## src/rtl/jtkicker_snd_latch_if.sv

```systemverilog
// Main-to-sound command channel bus.
// Main CPU writes, sound CPU reads and acknowledges.
interface jtkicker_snd_latch_if #(
  parameter int DW = 8,
  parameter int AW = 2
) ();
  logic          wr_cs;
  logic [DW-1:0] din;
  logic          irq_trig;
  logic          rd_cs;
  logic [DW-1:0] dout;
  logic          empty;
  logic          full;
  logic [AW:0]   count;
  logic          irq_n;
  logic          irq_ack;
  logic          ovf;
  logic          ovf_clr;

  modport master (
    output wr_cs,
    output din,
    output irq_trig,
    output rd_cs,
    output irq_ack,
    output ovf_clr,
    input  dout,
    input  empty,
    input  full,
    input  count,
    input  irq_n,
    input  ovf
  );

  modport slave (
    input  wr_cs,
    input  din,
    input  irq_trig,
    input  rd_cs,
    input  irq_ack,
    input  ovf_clr,
    output dout,
    output empty,
    output full,
    output count,
    output irq_n,
    output ovf
  );
endinterface

```

## src/rtl/jtkicker_snd_latch.sv

```systemverilog
// Main-to-sound command FIFO with sound CPU IRQ generator.
// AW=0 behaves as the legacy single overwrite latch.
module jtkicker_snd_latch #(
  parameter int DW       = 8,
  parameter int AW       = 2,
  parameter int AUTO_IRQ = 0,
  parameter int PULSE    = 0
) (
  input logic clk,
  input logic rst_n,
  input logic cen,
  jtkicker_snd_latch_if.slave bus
);

  localparam int DEPTH = 1 << AW;
  localparam int CW    = (PULSE > 0) ? $clog2(PULSE + 1) : 1;

  localparam logic [AW:0]   FULL_C  = (AW+1)'(DEPTH);
  localparam logic [AW:0]   ONE_C   = (AW+1)'(1);
  localparam logic [CW-1:0] PC_LOAD = CW'(PULSE);
  localparam logic [CW-1:0] PC_ONE  = CW'(1);

  logic          wr_l;
  logic          rd_l;
  logic          trig_l;
  logic          push;
  logic          pop;
  logic          trig;
  logic          acc;
  logic          ovf_ev;
  logic          arm;
  logic          empty;
  logic          full;
  logic [DW-1:0] dout_r;
  logic [AW:0]   cnt;
  logic          ovf_r;
  logic          irq_r;
  logic          irq_nx;
  logic [CW-1:0] pc;
  logic [CW-1:0] pc_nx;

  assign empty = (cnt == '0);
  assign full  = (AW > 0) && (cnt == FULL_C);

  assign push = bus.wr_cs & ~wr_l;
  assign pop  = bus.rd_cs & ~rd_l & ~empty;
  assign trig = bus.irq_trig & ~trig_l;
  assign arm  = trig | ((AUTO_IRQ != 0) & acc);

  assign bus.dout  = dout_r;
  assign bus.empty = empty;
  assign bus.full  = full;
  assign bus.count = cnt;
  assign bus.ovf   = ovf_r;
  assign bus.irq_n = irq_r;

  always_ff @(posedge clk or negedge rst_n) begin
    if (!rst_n) begin
      wr_l   <= 1'b0;
      rd_l   <= 1'b0;
      trig_l <= 1'b0;
    end else begin
      wr_l   <= bus.wr_cs;
      rd_l   <= bus.rd_cs;
      trig_l <= bus.irq_trig;
    end
  end

  generate
    if (AW == 0) begin : g_latch
      // Every push overwrites; the latch itself is dout.
      assign acc    = push;
      assign ovf_ev = 1'b0;

      always_ff @(posedge clk or negedge rst_n) begin
        if (!rst_n) begin
          dout_r <= '0;
          cnt    <= '0;
        end else if (push) begin
          dout_r <= bus.din;
          cnt    <= ONE_C;
        end else if (pop) begin
          cnt    <= '0;
        end
      end
    end else begin : g_fifo
      logic [DW-1:0] mem [DEPTH];
      logic [AW-1:0] wr_ptr;
      logic [AW-1:0] rd_ptr;
      logic [AW-1:0] rd_nxt;

      assign rd_nxt = rd_ptr + 1'b1;
      assign acc    = push & (~full | pop);
      assign ovf_ev = push & full & ~pop;

      always_ff @(posedge clk or negedge rst_n) begin
        if (!rst_n) begin
          for (int i = 0; i < DEPTH; i++) mem[i] <= '0;
        end else if (acc) begin
          mem[wr_ptr] <= bus.din;
        end
      end

      always_ff @(posedge clk or negedge rst_n) begin
        if (!rst_n) begin
          wr_ptr <= '0;
          rd_ptr <= '0;
          cnt    <= '0;
          dout_r <= '0;
        end else begin
          if (acc) wr_ptr <= wr_ptr + 1'b1;
          if (pop) rd_ptr <= rd_nxt;
          unique case ({acc, pop})
            2'b10:   cnt <= cnt + ONE_C;
            2'b01:   cnt <= cnt - ONE_C;
            default: ;
          endcase
          // Head after a pop comes from memory, or from din
          // when the only remaining entry is the one arriving now.
          if (pop) begin
            if (cnt > ONE_C) dout_r <= mem[rd_nxt];
            else if (acc)    dout_r <= bus.din;
          end else if (acc && empty) begin
            dout_r <= bus.din;
          end
        end
      end
    end
  endgenerate

  always_ff @(posedge clk or negedge rst_n) begin
    if (!rst_n)           ovf_r <= 1'b0;
    else if (ovf_ev)      ovf_r <= 1'b1;
    else if (bus.ovf_clr) ovf_r <= 1'b0;
  end

  always_comb begin
    irq_nx = irq_r;
    pc_nx  = pc;
    if (arm) begin
      irq_nx = 1'b0;
      pc_nx  = PC_LOAD;
    end else if (bus.irq_ack) begin
      irq_nx = 1'b1;
    end else if (PULSE > 0 && !irq_r && cen) begin
      if (pc != '0)     pc_nx  = pc - PC_ONE;
      if (pc <= PC_ONE) irq_nx = 1'b1;
    end
  end

  always_ff @(posedge clk or negedge rst_n) begin
    if (!rst_n) begin
      irq_r <= 1'b1;
      pc    <= '0;
    end else begin
      irq_r <= irq_nx;
      pc    <= pc_nx;
    end
  end

endmodule

```

## src/flat_wrapper.sv

```systemverilog
// flat-port wrapper written by rule: the top's interface ports become plain ports
module jtkicker_snd_latch_flat 
#(
  parameter int DW       = 8,
  parameter int AW       = 2,
  parameter int AUTO_IRQ = 0,
  parameter int PULSE    = 0
)
  (clk, rst_n, cen, bus_wr_cs, bus_din, bus_irq_trig, bus_rd_cs, bus_irq_ack, bus_ovf_clr, bus_dout, bus_empty, bus_full, bus_count, bus_irq_n, bus_ovf);
  jtkicker_snd_latch_if #(.DW(DW), .AW(AW)) bus_i ();
  input logic clk;
  input logic rst_n;
  input logic cen;
  input wire logic [$bits(bus_i.wr_cs)-1:0] bus_wr_cs;
  input wire logic [$bits(bus_i.din)-1:0] bus_din;
  input wire logic [$bits(bus_i.irq_trig)-1:0] bus_irq_trig;
  input wire logic [$bits(bus_i.rd_cs)-1:0] bus_rd_cs;
  input wire logic [$bits(bus_i.irq_ack)-1:0] bus_irq_ack;
  input wire logic [$bits(bus_i.ovf_clr)-1:0] bus_ovf_clr;
  output wire logic [$bits(bus_i.dout)-1:0] bus_dout;
  output wire logic [$bits(bus_i.empty)-1:0] bus_empty;
  output wire logic [$bits(bus_i.full)-1:0] bus_full;
  output wire logic [$bits(bus_i.count)-1:0] bus_count;
  output wire logic [$bits(bus_i.irq_n)-1:0] bus_irq_n;
  output wire logic [$bits(bus_i.ovf)-1:0] bus_ovf;
  assign bus_i.wr_cs = bus_wr_cs;
  assign bus_i.din = bus_din;
  assign bus_i.irq_trig = bus_irq_trig;
  assign bus_i.rd_cs = bus_rd_cs;
  assign bus_i.irq_ack = bus_irq_ack;
  assign bus_i.ovf_clr = bus_ovf_clr;
  assign bus_dout = bus_i.dout;
  assign bus_empty = bus_i.empty;
  assign bus_full = bus_i.full;
  assign bus_count = bus_i.count;
  assign bus_irq_n = bus_i.irq_n;
  assign bus_ovf = bus_i.ovf;
  jtkicker_snd_latch #(.DW(DW), .AW(AW), .AUTO_IRQ(AUTO_IRQ), .PULSE(PULSE)) u_core (.clk(clk), .rst_n(rst_n), .cen(cen), .bus(bus_i));
endmodule
```

## config.mk

```make
export PLATFORM = sky130hd
export DESIGN_NAME = jtkicker_snd_latch_flat
export DESIGN_NICKNAME = d
export VERILOG_FILES = /design/src/rtl/jtkicker_snd_latch_if.sv /design/src/rtl/jtkicker_snd_latch.sv /design/src/flat_wrapper.sv
export SDC_FILE = /design/constraint.sdc
export NUM_CORES = 1
export LEC_CHECK = 0
export ABC_AREA = 1
export BUFFER_PORTS_ARGS = -buffer_cell sky130_fd_sc_hd__buf_2
export CORE_ASPECT_RATIO = 1.25
export CORE_MARGIN = 1
export CORE_UTILIZATION = 40
export DETAILED_ROUTE_END_ITERATION = 6
export GPL_TIMING_DRIVEN = 0
export PLACE_DENSITY = 0.65
export SYNTH_ARGS = -nofsm -noshare
export SYNTH_HDL_FRONTEND = slang
export SYNTH_SLANG_ARGS = --single-unit
export TNS_END_PERCENT = 50
```

## constraint.sdc

```tcl
create_clock -name clk -period 2.02 [get_ports clk]
set_input_delay 0.202 -clock clk [delete_from_list [all_inputs] [get_ports clk]]
set_output_delay 0.202 -clock clk [all_outputs]
set_load 0.02 [all_outputs]
```

---- Word-level counts from Yosys, hierarchy flattened ----
Cells that the tools add are included.
storage, ports and cells
  register bits after elaboration ......... 52
  bits of input ports ..................... 16
  output and inout bits ................... 15
  logic and storage cells ................. 64
operators by class
  $add $sub $neg .......................... 4
  order comparisons ....................... 4
  equal/unequal tests ..................... 4
  mux-type cells .......................... 15
  bitwise gates (word level) .............. 16
  reductions and logical operators ........ 8
operators by type and width
  operator                                                   number
  2-to-1 mux 8 bit                                           7
  bitwise mux 32 bit                                         1
  binary-select mux 8 bit (select 2 bit)                     1
  demux 8 bit (select 2 bit)                                 1
  nonzero test 2 bit                                         4
  AND 1 bit                                                  7
  greater-or-equal comparator 3 bit (second input constant)  2
  NOT 1 bit                                                  6
  NOT 2 -> 3 bit                                             2
  one-hot mux 3 bit (2 select lines)                         1
  adder 2 x 1 -> 2 bit (second input constant)               2
  2-to-1 mux 1 bit                                           4
  adder 3 x 1 -> 3 bit (second input constant)               1
  equality test 3 bit (second input constant)                1
  > comparator 3 x 1 -> 1 bit (second input constant)        1
  zero test 3 bit                                            1
  < comparator 3 x 1 -> 1 bit (second input constant)        1
  inequality test 3 bit (second input constant)              1
  subtractor 3 x 1 -> 3 bit (second input constant)          1
  equality test 2 x 1 -> 1 bit (second input constant)       1
  equality test 2 bit (second input constant)                1
  logical AND 1 bit                                          2
  AND reduction 2 bit                                        1
  OR 1 bit                                                   1

---- Logic depth before layout (Yosys ltp) ----
Gate-level depths: netlist of run 1.
  word-level depth ........................ 8
  depth in mapped cells ................... 12
  depth with buffers taken out ............ 11

---- Worst setup path before layout of run 1 ----
OpenSTA, ideal clock, no wires.
  kind .................................... register to register
  start ................................... register u_core.cnt[0], in the netlist u_core.bus.count[0]
  end ..................................... register u_core.cnt[0], in the netlist u_core.bus.count[0]
  setup time .............................. 134 ps
  arrival time ............................ 1579 ps
  data required time ...................... 1886 ps
  setup slack ............................. 307 ps
  stages on the path, launching flop included .. 9
  buffers on the path ..................... 0
  period minus slack after synthesis ...... 1713 ps
  cells stage by stage .................... dfrtp_1 > inv_1 > ha_1 > inv_1 > nor2_2 > nor2_2 > nand2_1 > nand2_1 > xor2_1
between the ends
  cells in the longest elaborated chain, start to end .. 7
  elaborated cells on any way between the ends .. 13
  classes of those cells .................. 2 x add/sub; 3 x eq/ne; 1 x mux; 5 x bitwise; 2 x reduce/logical
RTL lines
  element                                                                          line                       RTL
  from (decl)                                                                      jtkicker_snd_latch.sv:35   logic [AW:0] cnt;
  from (signal assigned)                                                           jtkicker_snd_latch.sv:114  2'b10: cnt <= cnt + ONE_C;
  from (signal assigned)                                                           jtkicker_snd_latch.sv:115  2'b01: cnt <= cnt - ONE_C;
  zero test 3 bit (*)                                                              jtkicker_snd_latch.sv:42   assign empty = (cnt == '0);
  named net bus_empty                                                              flat_wrapper.sv:21         output wire logic [$bits(bus_i.empty)-1:0] bus_empty;
  NOT 1 bit (*)                                                                    jtkicker_snd_latch.sv:46   assign pop = bus.rd_cs & ~rd_l & ~empty;
  AND 1 bit (*)                                                                    jtkicker_snd_latch.sv:46
  OR 1 bit                                                                         jtkicker_snd_latch.sv:93   assign acc = push & (~full | pop);
  AND 1 bit                                                                        jtkicker_snd_latch.sv:93
  equality test 2 x 1 -> 1 bit / equality test 2 bit (equally long branches)       jtkicker_snd_latch.sv:113  unique case ({acc, pop})
  one-hot mux 3 bit (2 select lines) / nonzero test 2 bit (equally long branches)  --
Mark *: on every way through the listed nets, which the timed path passes. The rest lies on a longest branch.
A chain may end at the register's enable or synchronous reset.

---- Worst setup path after layout of run 1 ----
  start ................................... register u_core.cnt[0], in the netlist u_core.bus.count[0]
  end ..................................... register u_core.g_fifo.mem[3] (netlist name)
between the ends
  cells in the longest elaborated chain, start to end .. 5
  elaborated cells on any way between the ends .. 7
  classes of those cells .................. 1 x eq/ne; 5 x bitwise; 1 x reduce/logical
RTL lines
  element                          line                       RTL
  zero test 3 bit                  jtkicker_snd_latch.sv:42
  NOT 1 bit                        jtkicker_snd_latch.sv:46
  AND 1 bit                        jtkicker_snd_latch.sv:46
  OR 1 bit (*)                     jtkicker_snd_latch.sv:93
  AND 1 bit (*)                    jtkicker_snd_latch.sv:93
  to (signal, indexed assignment)  jtkicker_snd_latch.sv:100  mem[wr_ptr] <= bus.din;
  to (decl)                        jtkicker_snd_latch.sv:87   logic [DW-1:0] mem [DEPTH];
Mark *: on every way between the ends. The rest lies on a longest branch, timed or not.

==> results of run 1 <==
report_power, final:
group | leakage [nW] | internal, mW | switching, mW
sequential | 0.635 | 1.49 | 0.250
combinational | 0.980 | 0.707 | 1.29
clock | 0.0404 | 0.246 | 0.380
state kept, by name (all words and copies together) (netlist names):
name	flops
u_core.g_fifo.mem	32
u_core.bus.dout	8
u_core.bus.count	3
u_core.g_fifo.rd_ptr	2
u_core.g_fifo.wr_ptr	2
u_core.bus.irq_n	1
u_core.bus.ovf	1
u_core.rd_l	1
u_core.trig_l	1
u_core.wr_l	1
layout make-up:
type                       count  area, µm²  area share [%]
timing repair buffer          31        165            5.42
buffer                         5       46.3            1.52
inverter                      28        115            3.78
multi-input combinational    254       1220            39.9
tap                           87        109            3.57
sequential                    52       1300            42.8
clock buffer                   5       68.8            2.26
clock inverter                 3       23.8           0.780
worst max path at each step:
stage	slack (ns)	to	depth (start not counted)
after floorplan	0.31	u_core.bus.count[0]	8
after global routing	0.11	u_core.bus.dout[0]	8
final	0.32	u_core.g_fifo.mem[3]	11
after global placement	0.34	u_core.g_fifo.mem[3]	11
after CTS	0.29	u_core.g_fifo.mem[0]	11
after detailed placement	0.32	u_core.g_fifo.mem[0]	11
logic make-up (layout without fill, tap and decap cells):
| group | after synthesis | after routing | share of synthesized area [%] |
|---|---|---|---|
| xor+xnor | 5 | 5 | 1.63 |
| flops | 52 | 52 | 48.6 |
| buf+inv | 33 | 72 | 6.02 |
| fa+ha+maj | 8 | 8 | 3.73 |
| compound gates | 18 | 18 | 4.11 |
| simple gates | 223 | 223 | 35.9 |
metrics by stage:
stage	util [%]	setup WS [ns]	std cells
after global routing	46.7	0.109	465
final	46.7	0.316	465
after detailed placement	45.0	0.322	455
after global placement	45.0	0.344	455
after floorplan	-	0.307	339
after CTS	46.5	0.292	464
critical path: stages, from the launching register on:
cell     delay [ns]
dfrtp_1        0.45
inv_1          0.13
ha_1           0.24
nand2_4        0.07
inv_4          0.06
nand2_4        0.05
nand2_4        0.08
inv_6          0.06
nand2_2        0.19
inv_2          0.13
nand2_1        0.08
nand2_1        0.05
layer usage:
metal  part of all wire, %  wire, µm  up-vias
met2                    51      2890       39
met4                   2.2       124        0
met5                     0         0        -
li1                      -         -     1106
met1                    45      2550     1010
met3                   2.7       156        8
synthesized netlist by cell type:
cell type / instances
nand2_2: 10
inv_2: 4
inv_6: 1
o21ai_2: 5
dfstp_2: 1
ha_1: 8
nand2_4: 4
inv_1: 21
nor2_1: 27
dfrtp_1: 51
nand2_1: 161
o22ai_1: 1
nor2_4: 2
nand3_4: 1
nor2_2: 3
buf_2: 3
buf_6: 1
a21oi_1: 1
inv_4: 2
o21ai_0: 11
nand2_8: 1
xor2_1: 5
nand3_1: 14
buf_12: 1
what timing repair did:
item | CTS | global route
resized for setup | 0 | 0
hold buffers | 1 | 1
endpoints found under the hold margin | 1 | 1
==> reports/qor.csv, run 1 <==
metric,value,unit
run_status,completed,
ant_nets,0,
detail_route.first_pass.iterations,4,
period_minus_slack,1.70,ns
reg2reg_from,u_core.bus.count[0],
clock-root-buffer,clkbuf_8,
hold_start,bus_rd_cs,
crit_path_start_kind,register,
arrival,1.91,ns
startpoint,u_core.bus.count[0],
nets,401,
mostFrequentLayoutCells,"161 x nand2_1, 51 x dfrtp_1, 32 x buf_2",
yosys.area.top_type_share,47.6,%
routedWlPerCell,12.3,µm
wirelength,5720,µm
grt_max_degree,53,
synth.ff_latch_count,52,
portBuffers,29,
cts_sinks,52,
netlist_top_cells_area,"dfrtp_1 48%, nand2_1 23%, nor2_1 3.8%",
hp-class,input pin to register,
slew_viol_final,0,
cp_data_required_time,2.23,ns
die_area,7030,µm²
fmax,0.587,GHz
first_iter_violations,180,
syn_to_final_growth,13.7,%
synth_top_cell_by_area,dfrtp_1,
routed-via-count,2163,
worst_clock_skew,0.0121,ns
detail_route.vias_per_cell,4.65,
drc,0,
cp_max_fo,10,
timing.final.hold_violations,0,
finalPower,4.37,mW
r2r_end,u_core.g_fifo.mem[3],
die_x,75.2,µm
tightest_slew,1.16,ns
post_cts_buffers,0,
whs_path_depth,1,
rrSetupSlack,0.32,ns
power.leakage,1.65,nW
hpwl,3990,µm
reg2reg_depth,11,
cts_buffers,5,
cts.clk_slew.worst_paths,0.10,ns
ys_types,24,
cts_tree,yes,
ys_seq_area_share,48.6,%
fillers,681,
grt_pass1_vias,2056,
h-tree-depth,2,
ys_warn_count,0,
routabilityCongestion,0.781,
layout-drive-gt1-share,20.1,%
grt-ovfl-total,0,
timing.hold.ws,0.0203,ns
p_per_area,1430,nW/µm²
critPathKind,register to register,
finalInstanceArea,3050,µm²
start_util,41.1,%
setup_viol,0,
syn-instance-count,339,
ir_drop,0.607,mV
use_met1,23.5,%
grt_use_total,18.7,%
row_count,33,
synth.avg_cell_area,7.91,µm²
slew_headroom,22.8,%
die_y,93.5,µm
fin_crit_sh,84.3,%
grt_pass1_wl,9740,µm
io_pins,31,
rsz0062_at_grt,false,
syn-cell-area,2680,µm²
drv_cap,0,
layout_commonest_cell,nand2_1,
clk_latency,0.32,ns
postPlaceCellArea,2930,µm²
hold_end,u_core.rd_l,
grt.busiest_layer,met2,
grtUsageMet2,30.9,%
syn-num-nets,363,
core-area,6520,µm²
antenna_found_initial,0,
met3_usage,3.66,%
end_kind,register,
clk_path_buf_depth,2,
finalSetupTns,0,ns
num_antenna_cells,0,
No activity file was read; power rests on OpenSTA's default activity.
==> run 2: changes to the inputs <==
==> constraint.sdc (replaced) <==
create_clock -name clk -period 1.7 [get_ports clk]
set_input_delay 0.17 -clock clk [delete_from_list [all_inputs] [get_ports clk]]
set_output_delay 0.17 -clock clk [all_outputs]
set_load 0.02 [all_outputs]
==> run 2 against run 1 <==
Compared with the run above:
- non-clock buffer count up 5
- cell area up 3.4%
- critical path depth down 6
- clock power up 38%
- sequential power up 18%
- die area unchanged
- routed wire length up 2.6%
- first-iteration DRC count down 1.7%
- clock skew down 0.0026 ns
- critical path type is now register to output port
- highest routed layer unchanged
- largest cell class unchanged
- register-to-register slack worse by 0.22 ns
- global-route usage down 0.62 points
- power up 25%
==> reports/qor.csv, run 2 (same netlist as run 1, synthesis figures left out) <==
metric,value,unit,change
run_status,completed,,unchanged
grt_use_total,18.1,%,was 18.7%
first_iter_violations,177,,was 180
ir_drop,0.850,mV,was 0.607 mV
timing.hold.ws,0.0599,ns,was 0.0203 ns
portBuffers,29,,unchanged
fin_crit_sh,95.4,%,
grt_max_degree,53,,unchanged
setup_viol,0,,unchanged
row_count,33,,unchanged
layout_commonest_cell,nand2_1,,unchanged
hp-class,input pin to register,,unchanged
routabilityCongestion,0.783,,was 0.781
whs_path_depth,2,,was 1
timing.final.hold_violations,0,,unchanged
ant_nets,0,,unchanged
crit_path_start_kind,register,,unchanged
post-place-ws,0.00114,ns,was 0.322 ns
wirelength,5870,µm,was 5720 µm
cts_tree,yes,,unchanged
cts.clk_slew.worst_paths,0.10,ns,about the same
reg2reg_depth,8,,was 11
cp_max_fo,4,,was 10
arrival,1.45,ns,was 1.91 ns
worst_clock_skew,0.00958,ns,was 0.0121 ns
clk_path_buf_depth,2,,unchanged
syn_to_final_growth,17.6,%,was 13.7%
core-area,6520,µm²,unchanged
clk_latency,0.31,ns,was 0.32 ns
grt_pass1_wl,9670,µm,was 9740 µm
cts_buffers,5,,unchanged
routed-via-count,2219,,was 2163
hpwl,3960,µm,was 3990 µm
tightest_slew,1.16,ns,about the same
nets,407,,was 401
grt-ovfl-total,0,,unchanged
rsz0062_at_grt,false,,unchanged
detail_route.first_pass.iterations,4,,unchanged
grt_pass1_vias,2094,,was 2056
io_pins,31,,unchanged
power.leakage,1.72,nW,was 1.65 nW
die_x,75.2,µm,unchanged
timing.final.ws_setup,0.0775,ns,was 0.316 ns
num_antenna_cells,0,,unchanged
slew_headroom,22.4,%,was 22.8%
regMostFlops,u_core.g_fifo.mem,,unchanged
mostFrequentLayoutCells,"160 x nand2_1, 50 x dfrtp_1, 32 x buf_2",,"was 161 x nand2_1, 51 x dfrtp_1, 32 x buf_2"
critPathKind,register to output port,,was register to register
finalSetupTns,0,ns,unchanged
h-tree-depth,2,,unchanged
slew_viol_final,0,,unchanged
start_util,41.1,%,unchanged
cp_data_required_time,1.53,ns,was 2.23 ns
p_per_area,1740,nW/µm²,was 1430 nW/µm²
die_area,7030,µm²,unchanged
largest_reg_flops,32,,unchanged
end_kind,output port,,was register
cts_sinks,52,,unchanged
routedWlPerCell,12.5,µm,was 12.3 µm
fmax,0.616,GHz,
layout-drive-gt1-share,21.9,%,was 20.1%
drv_cap,0,,unchanged
clock-root-buffer,clkbuf_8,,unchanged
period_minus_slack,1.62,ns,
drc,0,,unchanged
antenna_found_initial,0,,unchanged
detail_route.vias_per_cell,4.71,,was 4.65
die_y,93.5,µm,unchanged
run 2: layout make-up:
cell class	count	area [µm²]
Fill cell	683	3370
Sequential cell	52	1300
Multi-Input combinational cell	255	1260
Timing Repair Buffer	36	205
Inverter	28	115
Tap cell	87	109
Clock buffer	5	68.8
Buffer	5	46.3
Clock inverter	3	42.5
run 2: through the flow:
| stage | instances | area [µm²] | power (mW) | util, % |
|---|---|---|---|---|
| 2_1_floorplan | 339 | 2690 | 3.87 | - |
| 3_3_place_gp | 455 | 2940 | 4.44 | 45.1 |
| 3_5_place_dp | 455 | 2940 | 4.50 | 45.1 |
| 4_1_cts | 466 | 3080 | 5.39 | 47.2 |
| 5_1_grt | 471 | 3150 | 5.96 | 48.3 |
| 6_report | 471 | 3150 | 5.47 | 48.3 |
run 2: repair_timing:
action,CTS,global route
hold buffers,3,0
endpoints found under the hold margin,3,0
setup buffers,0,4
resized for setup,1,7
pin swaps,0,2
gates cloned,0,1
setup endpoints to repair,18,35
run 2: path summary, 6_finish.rpt:
kind                                     startpoint  slack [ns]                  end
worst max-delay path            u_core.bus.count[0]        0.08            bus_empty
worst min-delay path                    bus_ovf_clr        0.06       u_core.bus.ovf
worst max register to register  u_core.bus.count[0]        0.10   u_core.bus.dout[5]
worst min register to register        u_core.trig_l        0.47     u_core.bus.irq_n
max in group asynchronous                     rst_n        0.85  u_core.bus.count[0]
min in group asynchronous                     rst_n        0.09  u_core.bus.count[1]
run 2: critical path, cell delays in order, from the launching register on:
cell and delay (ns):
dfrtp_2 0.44, inv_1 0.11, ha_2 0.23, inv_1 0.08, nor2_4 0.12, buf_2 0.18
run 2: report_power, final:
group | leakage (nW) | internal [mW] | switching [mW] | total (mW)
registers | 0.634 | 1.78 | 0.285 | 2.06
logic | 1.04 | 0.925 | 1.63 | 2.55
clock network | 0.0541 | 0.436 | 0.424 | 0.861
run 2: metal layers:
metal	track usage, %	up-vias	wire length, µm
met5	0	-	0
met4	8.02	0	170
met3	2.80	11	256
met2	30.9	49	2960
met1	22.2	1042	2490
li1	-	1117	-
